[src/rtl/udp_gen_pkg.sv]
// Shared constants, CSR map and FSM state type for the UDP frame generator.
package udp_gen_pkg;

    localparam logic [2:0] CSR_CTRL    = 3'd0;
    localparam logic [2:0] CSR_SRC_IP  = 3'd1;
    localparam logic [2:0] CSR_DST_IP  = 3'd2;
    localparam logic [2:0] CSR_PORTS   = 3'd3;
    localparam logic [2:0] CSR_DMAC_LO = 3'd4;
    localparam logic [2:0] CSR_DMAC_HI = 3'd5;
    localparam logic [2:0] CSR_STATUS  = 3'd6;
    localparam logic [2:0] CSR_COUNT   = 3'd7;

    localparam logic [15:0] ETHERTYPE_IPV4 = 16'h0800;
    localparam logic [7:0]  IP_PROTO_UDP   = 8'h11;
    localparam logic [3:0]  HDR_WORDS      = 4'd11;

    typedef enum logic [1:0] {
        ST_IDLE    = 2'd0,
        ST_HEADER  = 2'd1,
        ST_PAYLOAD = 2'd2
    } state_e;

    // Byte-lane merge of a CSR write into the register's current contents.
    function automatic logic [31:0] be_merge(input logic [31:0] old_v,
                                             input logic [31:0] new_v,
                                             input logic [3:0]  be);
        logic [31:0] r;
        for (int i = 0; i < 4; i++)
            r[i*8 +: 8] = be[i] ? new_v[i*8 +: 8] : old_v[i*8 +: 8];
        return r;
    endfunction

endpackage

[src/rtl/udp_ip_checksum.sv]
// IPv4 header checksum over ten halfwords (checksum field supplied as zero).
module udp_ip_checksum (
    input  logic [15:0] hw0_i,
    input  logic [15:0] hw1_i,
    input  logic [15:0] hw2_i,
    input  logic [15:0] hw3_i,
    input  logic [15:0] hw4_i,
    input  logic [15:0] hw5_i,
    input  logic [15:0] hw6_i,
    input  logic [15:0] hw7_i,
    input  logic [15:0] hw8_i,
    input  logic [15:0] hw9_i,
    output logic [15:0] cksum_o
);

    logic [19:0] sum;
    logic [16:0] fold1;
    logic [15:0] fold2;

    // Ten 16-bit terms fit in 20 bits; two end-around folds always settle.
    assign sum = {4'b0, hw0_i} + {4'b0, hw1_i} + {4'b0, hw2_i} + {4'b0, hw3_i}
               + {4'b0, hw4_i} + {4'b0, hw5_i} + {4'b0, hw6_i} + {4'b0, hw7_i}
               + {4'b0, hw8_i} + {4'b0, hw9_i};
    assign fold1   = {1'b0, sum[15:0]} + {13'b0, sum[19:16]};
    assign fold2   = fold1[15:0] + {15'b0, fold1[16]};
    assign cksum_o = ~fold2;

endmodule

[src/rtl/udp_frame_generator.sv]
// Wraps a continuous 32-bit stream into fixed-size Ethernet/IPv4/UDP frames.
// Handshake: a word moves on either port only in a cycle where valid and ready are both high.
module udp_frame_generator
    import udp_gen_pkg::*;
#(
    parameter logic [47:0] SRC_MAC = 48'h0007ED000001,
    parameter logic [7:0]  IP_TTL  = 8'h40
) (
    input  logic        clk_clk,
    input  logic        rst_reset_n,
    input  logic [2:0]  csr_address,
    input  logic        csr_write,
    input  logic [31:0] csr_writedata,
    input  logic [3:0]  csr_byteenable,
    input  logic        csr_read,
    output logic [31:0] csr_readdata,
    input  logic [31:0] data_in_data,
    output logic        data_in_ready,
    input  logic        data_in_valid,
    input  logic [1:0]  data_in_empty,
    input  logic        data_in_endofpacket,
    input  logic        data_in_startofpacket,
    output logic [31:0] data_out_data,
    output logic [1:0]  data_out_empty,
    output logic        data_out_endofpacket,
    output logic        data_out_startofpacket,
    input  logic        data_out_ready,
    output logic        data_out_valid
);

    logic        unused_inputs;
    assign unused_inputs = ^{data_in_empty, data_in_endofpacket, data_in_startofpacket, csr_read};

    // Live configuration
    logic [15:0] size_q;
    logic        enable_q;
    logic [31:0] src_ip_q, dst_ip_q, ports_q, dmac_lo_q, frame_cnt_q;
    logic [15:0] dmac_hi_q;

    // Per-frame snapshot
    logic [15:0] l_size_q, l_id_q, l_cksum_q;
    logic [31:0] l_src_ip_q, l_dst_ip_q, l_ports_q;
    logic [47:0] l_dmac_q;

    state_e      state_q, state_d;
    logic [3:0]  widx_q, widx_d;
    logic [15:0] pcnt_q, pcnt_d;
    logic        start, cnt_inc;

    logic [31:0] rd_data, wr_val;
    logic [15:0] cur_ip_len, cur_cksum, l_ip_len, l_udp_len;
    logic [31:0] hdr_word;

    always_comb begin
        rd_data = 32'h0;
        case (csr_address)
            CSR_CTRL:    rd_data = {size_q, 15'h0, enable_q};
            CSR_SRC_IP:  rd_data = src_ip_q;
            CSR_DST_IP:  rd_data = dst_ip_q;
            CSR_PORTS:   rd_data = ports_q;
            CSR_DMAC_LO: rd_data = dmac_lo_q;
            CSR_DMAC_HI: rd_data = {16'h0, dmac_hi_q};
            CSR_STATUS:  rd_data = {31'h0, state_q != ST_IDLE};
            CSR_COUNT:   rd_data = frame_cnt_q;
            default:     rd_data = 32'h0;
        endcase
    end

    assign csr_readdata = rd_data;
    assign wr_val       = be_merge(rd_data, csr_writedata, csr_byteenable);

    assign cur_ip_len = 16'd28 + {size_q[13:0], 2'b00};
    assign l_ip_len   = 16'd28 + {l_size_q[13:0], 2'b00};
    assign l_udp_len  = 16'd8 + {l_size_q[13:0], 2'b00};

    // Checksum is computed from live config and captured together with it at frame start.
    udp_ip_checksum u_cksum (
        .hw0_i   (16'h4500),
        .hw1_i   (cur_ip_len),
        .hw2_i   (frame_cnt_q[15:0]),
        .hw3_i   (16'h4000),
        .hw4_i   ({IP_TTL, IP_PROTO_UDP}),
        .hw5_i   (16'h0000),
        .hw6_i   (src_ip_q[31:16]),
        .hw7_i   (src_ip_q[15:0]),
        .hw8_i   (dst_ip_q[31:16]),
        .hw9_i   (dst_ip_q[15:0]),
        .cksum_o (cur_cksum)
    );

    always_comb begin
        hdr_word = 32'h0;
        case (widx_q)
            4'd0:    hdr_word = {16'h0000, l_dmac_q[47:32]};
            4'd1:    hdr_word = l_dmac_q[31:0];
            4'd2:    hdr_word = SRC_MAC[47:16];
            4'd3:    hdr_word = {SRC_MAC[15:0], ETHERTYPE_IPV4};
            4'd4:    hdr_word = {8'h45, 8'h00, l_ip_len};
            4'd5:    hdr_word = {l_id_q, 16'h4000};
            4'd6:    hdr_word = {IP_TTL, IP_PROTO_UDP, l_cksum_q};
            4'd7:    hdr_word = l_src_ip_q;
            4'd8:    hdr_word = l_dst_ip_q;
            4'd9:    hdr_word = l_ports_q;
            4'd10:   hdr_word = {l_udp_len, 16'h0000};
            default: hdr_word = 32'h0;
        endcase
    end

    always_comb begin
        state_d                = state_q;
        widx_d                 = widx_q;
        pcnt_d                 = pcnt_q;
        start                  = 1'b0;
        cnt_inc                = 1'b0;
        data_out_data          = 32'h0;
        data_out_valid         = 1'b0;
        data_out_startofpacket = 1'b0;
        data_out_endofpacket   = 1'b0;
        data_in_ready          = 1'b0;
        case (state_q)
            ST_IDLE: begin
                if (enable_q && size_q != 16'h0 && data_in_valid) begin
                    start   = 1'b1;
                    state_d = ST_HEADER;
                    widx_d  = 4'd0;
                end
            end
            ST_HEADER: begin
                data_out_data          = hdr_word;
                data_out_valid         = 1'b1;
                data_out_startofpacket = (widx_q == 4'd0);
                if (data_out_ready) begin
                    if (widx_q == HDR_WORDS - 4'd1) begin
                        state_d = ST_PAYLOAD;
                        pcnt_d  = 16'h0;
                    end else begin
                        widx_d = widx_q + 4'd1;
                    end
                end
            end
            ST_PAYLOAD: begin
                data_out_data        = data_in_data;
                data_out_valid       = data_in_valid;
                data_in_ready        = data_out_ready;
                data_out_endofpacket = (pcnt_q == l_size_q - 16'd1);
                if (data_in_valid && data_out_ready) begin
                    if (pcnt_q == l_size_q - 16'd1) begin
                        state_d = ST_IDLE;
                        cnt_inc = 1'b1;
                    end else begin
                        pcnt_d = pcnt_q + 16'd1;
                    end
                end
            end
            default: state_d = ST_IDLE;
        endcase
    end

    assign data_out_empty = 2'b00;

    always_ff @(posedge clk_clk or negedge rst_reset_n) begin
        if (!rst_reset_n) begin
            state_q <= ST_IDLE;
            widx_q  <= 4'd0;
            pcnt_q  <= 16'h0;
        end else begin
            state_q <= state_d;
            widx_q  <= widx_d;
            pcnt_q  <= pcnt_d;
        end
    end

    always_ff @(posedge clk_clk or negedge rst_reset_n) begin
        if (!rst_reset_n) begin
            size_q      <= 16'h0;
            enable_q    <= 1'b0;
            src_ip_q    <= 32'h0;
            dst_ip_q    <= 32'h0;
            ports_q     <= 32'h0;
            dmac_lo_q   <= 32'h0;
            dmac_hi_q   <= 16'h0;
            frame_cnt_q <= 32'h0;
            l_size_q    <= 16'h0;
            l_id_q      <= 16'h0;
            l_cksum_q   <= 16'h0;
            l_src_ip_q  <= 32'h0;
            l_dst_ip_q  <= 32'h0;
            l_ports_q   <= 32'h0;
            l_dmac_q    <= 48'h0;
        end else begin
            if (csr_write) begin
                case (csr_address)
                    CSR_CTRL: begin
                        size_q   <= wr_val[31:16];
                        enable_q <= wr_val[0];
                    end
                    CSR_SRC_IP:  src_ip_q  <= wr_val;
                    CSR_DST_IP:  dst_ip_q  <= wr_val;
                    CSR_PORTS:   ports_q   <= wr_val;
                    CSR_DMAC_LO: dmac_lo_q <= wr_val;
                    CSR_DMAC_HI: dmac_hi_q <= wr_val[15:0];
                    default: ;
                endcase
            end
            if (cnt_inc)
                frame_cnt_q <= frame_cnt_q + 32'd1;
            if (start) begin
                l_size_q   <= size_q;
                l_id_q     <= frame_cnt_q[15:0];
                l_cksum_q  <= cur_cksum;
                l_src_ip_q <= src_ip_q;
                l_dst_ip_q <= dst_ip_q;
                l_ports_q  <= ports_q;
                l_dmac_q   <= {dmac_hi_q, dmac_lo_q};
            end
        end
    end

endmodule

[config.mk]
export PLATFORM = sky130hd
export DESIGN_NAME = udp_frame_generator
export DESIGN_NICKNAME = d
export VERILOG_FILES = /design/src/rtl/udp_gen_pkg.sv /design/src/rtl/udp_ip_checksum.sv /design/src/rtl/udp_frame_generator.sv
export SDC_FILE = /design/constraint.sdc
export NUM_CORES = 1
export LEC_CHECK = 0
export ABC_AREA = 1
export CORE_UTILIZATION = 45
export DETAILED_ROUTE_END_ITERATION = 8
export RECOVER_POWER = 50
export SYNTH_ARGS = -nofsm -noshare
export SYNTH_HDL_FRONTEND = slang
export SYNTH_SLANG_ARGS = --single-unit
[constraint.sdc]
create_clock -name clk_clk -period 9.21 [get_ports clk_clk]
set_input_delay 0.921 -clock clk_clk [delete_from_list [all_inputs] [get_ports clk_clk]]
set_output_delay 0.921 -clock clk_clk [all_outputs]
set_load 0.05 [all_outputs]
; ---- Word level (Yosys, flattened, before mapping)
; Index checks and enable logic that the tools add are counted.
; W data, S select, Z words.
[totals]
out_inout_bits = 70
reg_bits = 407
inputBits = 81
[classes]
bitwise_logic = 1
reduce_logical = 19
n_mux = 31
add_sub_neg = 17
eq_ne = 27
[op_table]
columns = cell, n
row1 = $pmux W32 S11, 1
row2 = $pmux W32 S8, 1
row3 = $add A20 B16 Y20, 5
row4 = $mux W16, 4
row5 = $pmux W32 S2, 1
row6 = $add A20 B15 Y20 const B, 2
row7 = $add A32 B1 Y32 const B, 1
row8 = $add A5 B16 Y16 const A, 2
row9 = $mux W8, 4
row10 = $pmux W16 S2, 1
row11 = $add A15 B16 Y17 const A, 1
row12 = $add A16 B4 Y17, 1
row13 = $add A16 B1 Y16, 1
row14 = $add A16 B1 Y16 const B, 1
row15 = $add A4 B16 Y16 const A, 1
row16 = $eq A16 B16 Y1, 1
row17 = $eq A4 B3 Y1 const B, 4
row18 = $not A16 Y16, 1
row19 = $reduce_bool A16 Y1, 1
row20 = $sub A16 B1 Y16 const B, 1
row21 = $ne A2 B2 Y1 const B, 7
row22 = $eq A3 B3 Y1 const B, 4
row23 = $eq A4 B4 Y1 const B, 3
row24 = $mux W4, 3
row25 = other kinds (20), 43

; ---- Logic depth before layout (Yosys ltp)
; Gate-level depths: netlist of the first run.
[depth]
ltp_word = 12
ltp_mapped = 56

; ---- Cells and area by module
; From an unflattened synthesis of the first run, not the netlist that was laid out.
[unflattened]
hier_cells = 3513
area_unflattened_um2 = 26691.8
[modules_own_cells]
columns = mod, seq_area_each_um2, area_each_um2, instances, cells_per_inst
row1 = udp_frame_generator, 10184.8, 21428.1, 1, 2812
row2 = udp_ip_checksum, 0.0, 5263.8, 1, 701

; ---- Worst setup path after synthesis of the first run
; OpenSTA, ideal clock, no wires.
[synth_path]
kind = register -> register
startpoint = register size_q[0]
endpoint = register l_cksum_q[14]
stages_incl_launch_ff = 56
setup_time_ns = 0.118
synth_period_minus_slack_ns = 8.200
arrival_time_ns = 8.083
slack_ns = 1.010
path_cell_list = dfrtp_1 inv_1 ha_1 a21oi_1 nand2_1 nor2_1 nand2_1 nor3_1 xor2_1 nor2_1 a21o_1 nand2_1 inv_1 fa_1 inv_1 fa_1 fa_1 inv_1 (+20 left out) nor2_1 nand3_1 nor2_1 ha_1 ha_1 inv_1 nor2_1 nand3_1 nor2_1 nand2_1 nor2_1 nand2_1 nor2_1 nand3_1 nor2_1 nand3_1 nand3_1 nand2_1
[synth_between]
elab_chain_len = 12
[synth_lines]
columns = element, line_no
row1 = start: declaration, udp_frame_generator.sv:35  ; logic [15:0] size_q;
row2 = start signal: assignment, udp_frame_generator.sv:194  ; size_q <= wr_val[31:16];
row3 = $add A5 B16 Y16, udp_frame_generator.sv:72  ; assign cur_ip_len = 16'd28 + {size_q[13:0], 2'b00};
row4 = $add A15 B16 Y17, udp_ip_checksum.sv:21  ; assign sum = {4'b0, hw0_i} + {4'b0, hw1_i} + {4'b0, hw2_i} + {4'b0, hw3_i}
row5 = $add A20 B16 Y20, udp_ip_checksum.sv:21
row6 = $add A20 B15 Y20, udp_ip_checksum.sv:21
row7 = $add A20 B15 Y20, udp_ip_checksum.sv:22  ; + {4'b0, hw4_i} + {4'b0, hw5_i} + {4'b0, hw6_i} + {4'b0, hw7_i}
row8 = $add A20 B16 Y20 (2 in series), udp_ip_checksum.sv:22
row9 = $add A20 B16 Y20 (2 in series), udp_ip_checksum.sv:23  ; + {4'b0, hw8_i} + {4'b0, hw9_i};
row10 = $add A16 B4 Y17, udp_ip_checksum.sv:24  ; assign fold1 = {1'b0, sum[15:0]} + {13'b0, sum[19:16]};
row11 = $add A16 B1 Y16, udp_ip_checksum.sv:25  ; assign fold2 = fold1[15:0] + {15'b0, fold1[16]};
row12 = $not A16 Y16, udp_ip_checksum.sv:26  ; assign cksum_o = ~fold2;
row13 = end signal: assignment, udp_frame_generator.sv:210  ; l_cksum_q <= cur_cksum;
row14 = end: declaration, udp_frame_generator.sv:41  ; logic [15:0] l_size_q, l_id_q, l_cksum_q;
; Parallel ways exist; a longest one is shown, timed or not.
; A chain may end at the register's enable or synchronous reset.

; ---- Final worst setup path of the first run
[layout_path]
startpoint = register size_q[1]
endpoint = register l_cksum_q[14]
; Same word-level chain as after synthesis.

==> results of run 1 <==
## critical path, delay by kind of cell, from the launching register on
family | cells | cell delay, ns
adders and majority gates | 10 | 3.22
xor gates and xnor gates | 2 | 0.41
DFF | 1 | 0.35
buffers and inverters | 9 | 0.65
AOI/OAI and AO/OA | 3 | 0.44
and+or+nand+nor | 31 | 3.43
## cells in the final DEF (no fill, tap or decap), types with 6 or more instances in the layout
cell             count
clkbuf_1            11
or2_2                6
ha_1                49
dfrtp_1            407
o21ai_2             32
a22o_1              13
a221oi_1            35
o2111ai_1           23
nand3_1            101
clkbuf_8            14
nor4_1              15
clkbuf_16           47
inv_1              360
a21oi_1             82
buf_4               42
nand3_2              6
mux2i_1             31
fa_1                63
nor2_4               6
nand2_2             37
nand2_1            905
a211oi_1             9
nor2_1             119
xor2_1              73
nor3_1              27
nor2_2              22
xnor2_1             11
o22ai_1             42
inv_2                9
o21ai_0            337
nand4_1             42
o21ai_1             20
clkdlybuf4s50_1    142
## worst paths after layout
path	startpoint	endpoint	slack [ns]	cells past startpoint
hold reg to reg	l_ports_q[14]$_DFFE_PN0P_	l_ports_q[14]$_DFFE_PN0P_	0.48	2
min in group asynchronous	rst_reset_n	l_dmac_q[41]$_DFFE_PN0P_	2.11	1
hold / removal	l_ports_q[14]$_DFFE_PN0P_	l_ports_q[14]$_DFFE_PN0P_	0.48	2
setup reg to reg	size_q[1]$_DFFE_PN0P_	l_cksum_q[14]$_DFFE_PN0P_	0.54	55
max in group asynchronous	rst_reset_n	frame_cnt_q[1]$_DFFE_PN0P_	1.43	2
setup / recovery	size_q[1]$_DFFE_PN0P_	l_cksum_q[14]$_DFFE_PN0P_	0.54	55
## area by class of cell
type,count,area [um^2],share of cell area [%]
clock buffer,70,1400,4.98
tap,688,861,3.05
multi-input combinational,2169,12400,43.9
inverter,373,1410,4.98
clock inverter,15,181,0.644
timing repair buffer,188,1770,6.28
sequential,407,10200,36.1
## report_power, final
group	switching, mW	total [mW]	internal [mW]
logic	4.69	6.93	2.25
clock network	0.805	1.92	1.11
registers	0.493	2.78	2.29
total	5.98	11.6	5.65
## registers in the layout, indices dropped and copies added, names as in the netlist, 32 cells and up
| signal | cells |
|---|---|
| l_ports_q | 32 |
| l_src_ip_q | 32 |
| l_dst_ip_q | 32 |
| dmac_lo_q | 32 |
| frame_cnt_q | 32 |
| ports_q | 32 |
| dst_ip_q | 32 |
| src_ip_q | 32 |
| l_dmac_q | 48 |
## timing repair
action                     CTS  global route
setup endpoints to repair    0            12
gates resized for setup      0            47
buffers inserted             0             9
## per-layer routing
layer  GRT usage (%)  routed length [um]  part of all wire, %  vias up
li1                -                   -                    -    10246
met1            48.0               40100                   43    10895
met2            50.5               40500                   44      990
met3            6.83                8520                  9.2      170
met4            12.0                3500                  3.8        0
met5               0                   0                    0        -
## logic make-up (layout without fill, tap and decap cells)
group                      count (synthesis)  in the layout  synth area share (%)
muxes                                     31             31                  1.27
and+or+nand+nor                         1304           1304                  22.3
other                                      1              2                0.0154
buffers and inverters                    514            646                  8.24
xor gates and xnor gates                  88             88                  3.23
adders and majority gates                120            120                  8.10
AOI/OAI and AO/OA                        624            624                  15.1
DFF                                      407            407                  41.8
==> results_dict.tcl, run 1 <==
set metrics [dict create \
    outcome "finished, violations left" \
    violations "max-capacitance violations, max-slew violations" \
    start_util_pct 45.9 \
    crit_required_ns 9.68 \
    antenna_found_initial 1 \
    wl_per_cell_um 23.7 \
    fmax_mhz 115 \
    setup_violations 0 \
    area_growth_pct 15.7 \
    synth_common_cells "910 x nand2_1, 407 x dfrtp_1, 362 x inv_1, 340 x o21ai_0, 139 x nor2_1" \
    grt_pass1_wl_um 138000 \
    slowest_stage "fa_1" \
    synthTopCellsByArea "dfrtp_1 42%, nand2_1 14%, o21ai_0 7.0%" \
    ys_types 57 \
    grt_start_max_net_pins 160 \
    synth_flop_cell "dfrtp_1" \
    place_area_mm2 0.0264 \
    drc 0 \
    syn_area_mm2 0.0244 \
    cts.clk_slew.worst_paths_ns 0.06 \
    synth_top_area_cell "dfrtp_1" \
    die_area_mm2 0.0551 \
    synth_top_area_share_pct 41.8 \
    hpwl_um 68600 \
    hp-class "reg -> reg" \
    htree_levels 2 \
    postLayoutCoreUtil_pct 53.1 \
    worst_slew_pin_slew_ns 4.98 \
    setup_tns_ns 0 \
    die_h_um 235 \
    drv_cap 4 \
    critPathArrivalTime_ns 9.14 \
    p_leak_nw 12.9 \
    pwr_density_cell_mw_per_mm2 413 \
    fillers 5132 \
    drt_iter0_drc 2216 \
    finalHoldViolCount 0 \
    path_class "reg -> reg" \
    grt_usage_pct 33.6 \
    fin_cells 3910 \
    fin_total_pwr_mw 11.6 \
    synth-seq-cells 407 \
    finalInstanceArea_mm2 0.0282 \
    max_stage_delay_ns 0.56 \
    worst_hold_slack_ns 0.482 \
    yosysMostFrequentCell "nand2_1" \
    drive_gt1_share_pct 8.10 \
    fin_skew_ns 0.0255 \
    slew_violations 330 \
    core-area_mm2 0.0531 \
    slew_headroom_pct -232 \
    antenna_cells 0 \
    crit_top_cell "nand2_1" \
    wirelength_um 92600 \
    io_buffers 143 \
    die_w_um 235 \
    end_kind "flip-flop" \
    num_vias 22301 \
    post-route-min-period_ns 8.67 \
    gp_congestion 0.952 \
    setup_ws_ns 0.540 \
    cts_tree "done" \
    irDropWorstVdd_mv 0.505 \
    pin_count 151 \
    clk_path_buf_depth 3 \
    vias_per_cell 5.70 \
    dp_cells 3816 \
    first_pass_iters 6 \
    clock-sinks 407 \
    ys_seq_area_share_pct 41.8 \
    grt_pass1_vias 20979 \
    overflow 0 \
    postSynth.asyncResetShare_pct 100 \
    fin_nets 3387 \
    cts_hold_buffers 0 \
    cts_root_buf "clkbuf_16" \
    netlist_instances 3089 \
    clkLatencyLatePin_ns 0.61 \
    synth-edff-count 0 \
    place_ws_ns 0.0838 \
    row_count 84 \
    fin_crit_sh_pct 94.1 \
    yosysWarnings 0 \
    cp_max_fo 4 \
    numCtsBuffers 47 \
    syn_avg_cell_area_um2 7.89 \
    postRouteAntennaNets 0 \
    cp-start-kind "flip-flop" \
]
(Power assumes the default switching activity.)
==> inputs of run 2 (changes only) <==
--- a/config.mk
+++ b/config.mk
@@ -7,8 +7,10 @@
 export LEC_CHECK = 0
 export ABC_AREA = 1
 export CORE_UTILIZATION = 45
+export CTS_CLUSTER_DIAMETER = 30
 export DETAILED_ROUTE_END_ITERATION = 8
 export RECOVER_POWER = 50
 export SYNTH_ARGS = -nofsm -noshare
 export SYNTH_HDL_FRONTEND = slang
+export SYNTH_HIERARCHICAL = 1
 export SYNTH_SLANG_ARGS = --single-unit
==> run 2 against run 1 <==
- the run ends with antenna violations, max-capacitance violations, max-slew violations left
- setup slack worse by 0.28 ns
- sequential cell count stayed put
- non-clock buffer count grew 20
- clock-buffer cell count increased by 58
- via count rose by 15%
- sequential share of layout area is 5.8 points lower
- wire length is 9.9% higher
- critical endpoint is now l_cksum_q[15]$_DFFE_PN0P_
- highest routed layer is now met5
==> results_dict.tcl, run 2 <==
set metrics [dict create \
    dp_cells 4383 \
    fmax_mhz 112 \
    antenna_found_initial 4 \
    synth-edff-count 0 \
    worst_slew_pin_slew_ns 6.51 \
    outcome "finished, violations left" \
    yosysMostFrequentCell "nand2_1" \
    num_vias 25537 \
    synthTopCellsByArea "dfrtp_1 38%, nand2_1 15%, fa_1 8.6%" \
    grt_usage_pct 33.7 \
    cts_root_buf "clkbuf_16" \
    start_util_pct 45.9 \
    whs_path_depth 2 \
    overflow 0 \
    area_growth_pct 26.0 \
    synth_top_area_cell "dfrtp_1" \
    clock-sinks 407 \
    grt_start_max_net_pins 155 \
    largest_register_ffs 48 \
    synth_top_area_share_pct 38.2 \
    max_stage_delay_ns 0.61 \
    finalHoldViolCount 0 \
    wl_per_cell_um 22.1 \
    cts_tree "done" \
    path_class "reg -> reg" \
    rsz0062_at_grt "true" \
    syn_avg_cell_area_um2 7.60 \
    htree_levels 3 \
    setup_violations 0 \
    fin_cells 4597 \
    slowest_stage "fa_1" \
    io_buffers 143 \
    violations "antenna violations, max-capacitance violations, max-slew violations" \
    drc 0 \
    regToRegStartpoint "size_q[1]$_DFFE_PN0P_" \
    fin_crit_sh_pct 97.2 \
    die_w_um 246 \
    whs_endpoint "l_src_ip_q[27]$_DFFE_PN0P_" \
    grt_pass1_wl_um 151000 \
    multi_input_area_mm2 0.0150 \
    regToRegSetupSlack_ns 0.26 \
    wirelength_um 102000 \
    die_h_um 246 \
    postRouteAntennaNets 1 \
    grt_pass1_vias 24203 \
    die_area_mm2 0.0603 \
    reg2reg_depth 57 \
    numCtsBuffers 101 \
    fin_skew_ns 0.0462 \
    regMostFlops "l_dmac_q" \
    row_count 88 \
    synth_common_cells "1,063 x nand2_1, 446 x inv_1, 407 x dfrtp_1, 354 x o21ai_0, 206 x nand3_1" \
    setup_tns_ns 0 \
    slew_violations 412 \
    ys_seq_area_share_pct 38.2 \
    mostFrequentLayoutCell "nand2_1" \
    cp_max_fo 5 \
    rr_endpoint "l_cksum_q[15]$_DFFE_PN0P_" \
    drive_gt1_share_pct 11.7 \
    vias_per_cell 5.56 \
    postSynth.asyncResetShare_pct 100 \
    drv_cap 3 \
    drt_iter0_drc 2749 \
    synth_flop_cell "dfrtp_1" \
    end_kind "flip-flop" \
    netlist_instances 3513 \
    fin_nets 3994 \
    synth-seq-cells 407 \
    holdCritStartpoint "l_src_ip_q[27]$_DFFE_PN0P_" \
    worst_hold_slack_ns 0.469 \
    hpwl_um 75300 \
    post-route-min-period_ns 8.95 \
    slew_headroom_pct -334 \
    seqCellArea_mm2 0.0102 \
    cts_hold_buffers 0 \
    mostFrequentLayoutCells "1,048 x nand2_1, 437 x inv_1, 407 x dfrtp_1, 351 x o21ai_0, 200 x nand3_1" \
    crit_required_ns 9.71 \
    gp_congestion 0.982 \
    core-area_mm2 0.0581 \
    cp-start-kind "flip-flop" \
    first_pass_iters 6 \
    critPathArrivalTime_ns 9.45 \
    clk_path_buf_depth 3 \
    fillers 5398 \
    cts.clk_slew.worst_paths_ns 0.04 \
    crit_top_cell "nor2_2" \
    ys_types 50 \
    hp-class "reg -> reg" \
    yosysWarnings 6 \
    clkLatencyLatePin_ns 0.65 \
    syn_area_mm2 0.0267 \
    pin_count 151 \
]
[run 2: cell types whose count changed in the layout (fill, tap and decap cells not counted), moves of 26 or more]
cell / delta
nand4_1: +63
nand2_1: +143
conb_1: +66
o21ai_2: -29
xor2_1: -26
inv_1: +77
fa_1: +49
clkbuf_16: +55
nor2_1: +26
nand3_1: +99
[run 2: timing repair]
item,4_1_cts,5_1_grt
gates resized for setup,3,131
pin swaps,0,76
setup endpoints to repair,7,14
endpoints found under the hold margin,0,0
buffers inserted,0,21
[run 2: worst max-delay path, delay by kind of cell (launching register included)]
| kind | cells | cell delay (ns) |
|---|---|---|
| XOR/XNOR | 3 | 0.64 |
| adder cells (fa/ha/maj) | 8 | 2.95 |
| buffers and inverters | 7 | 0.63 |
| flip-flops | 1 | 0.39 |
| AND/OR/NAND/NOR | 34 | 3.40 |
| AO/OA/AOI/OAI | 5 | 0.74 |
[run 2: worst max path at each step]
stage                                      from                        end  slack [ns]  cells past startpoint
after CTS                 size_q[0]$_DFFE_PN0P_  l_cksum_q[15]$_DFFE_PN0P_        0.01                     56
final                     size_q[1]$_DFFE_PN0P_  l_cksum_q[15]$_DFFE_PN0P_        0.26                     57
after global routing      size_q[1]$_DFFE_PN0P_  l_cksum_q[12]$_DFFE_PN0P_       -0.26                     57
after global placement    size_q[1]$_DFFE_PN0P_  l_cksum_q[12]$_DFFE_PN0P_         0.1                     54
after detailed placement  size_q[1]$_DFFE_PN0P_  l_cksum_q[12]$_DFFE_PN0P_       -0.12                     53
after floorplan           size_q[0]$_DFFE_PN0P_  l_cksum_q[12]$_DFFE_PN0P_        0.82                     53
[run 2: cells by family (layout without fill, tap and decap cells)]
logic type / Yosys count / count (layout) / share of synthesized area, %
mux: 11 / 11 / 0.427
xor+xnor: 87 / 87 / 2.85
other cells: 2 / 74 / 0.0281
fa+ha+maj: 171 / 171 / 11.2
compound gates: 552 / 552 / 11.3
flops: 407 / 407 / 38.2
buf+inv: 619 / 866 / 9.20
simple gates: 1664 / 1664 / 26.8
[run 2: per-layer routing]
metal  routed length (um)  global-route usage [%]  vias to the layer above
li1                     -                       -                    11685
met1                43200                    47.4                    12450
met2                45300                    51.2                     1207
met3                 9910                    7.43                      191
met4                 3340                    11.5                        4
met5                   29                       0                        -
[run 2: final cells by class]
class | count | share of cell area (%)
Clock buffer | 128 | 8.44
Sequential cell | 407 | 30.3
Tap cell | 765 | 2.85
Multi-Input combinational cell | 2553 | 44.6
Antenna cell | 6 | 0.0446
Clock inverter | 59 | 2.75
Inverter | 471 | 5.27
Timing Repair Buffer | 208 | 5.72
[run 2: metrics by stage]
step           area, um^2  setup slack, ns  utilization (%)
3_3_place_gp        29100           0.0997             50.0
6_report            33600            0.261             57.9
5_1_grt             33600           -0.264             57.8
3_5_place_dp        29100           -0.118             50.0
2_1_floorplan       26900            0.817                -
4_1_cts             32800           0.0145             56.5
Power of run 2 is left out: the tool's default activity adds up to more than one toggle a clock period on the data nets, which glitch-free logic cannot reach.
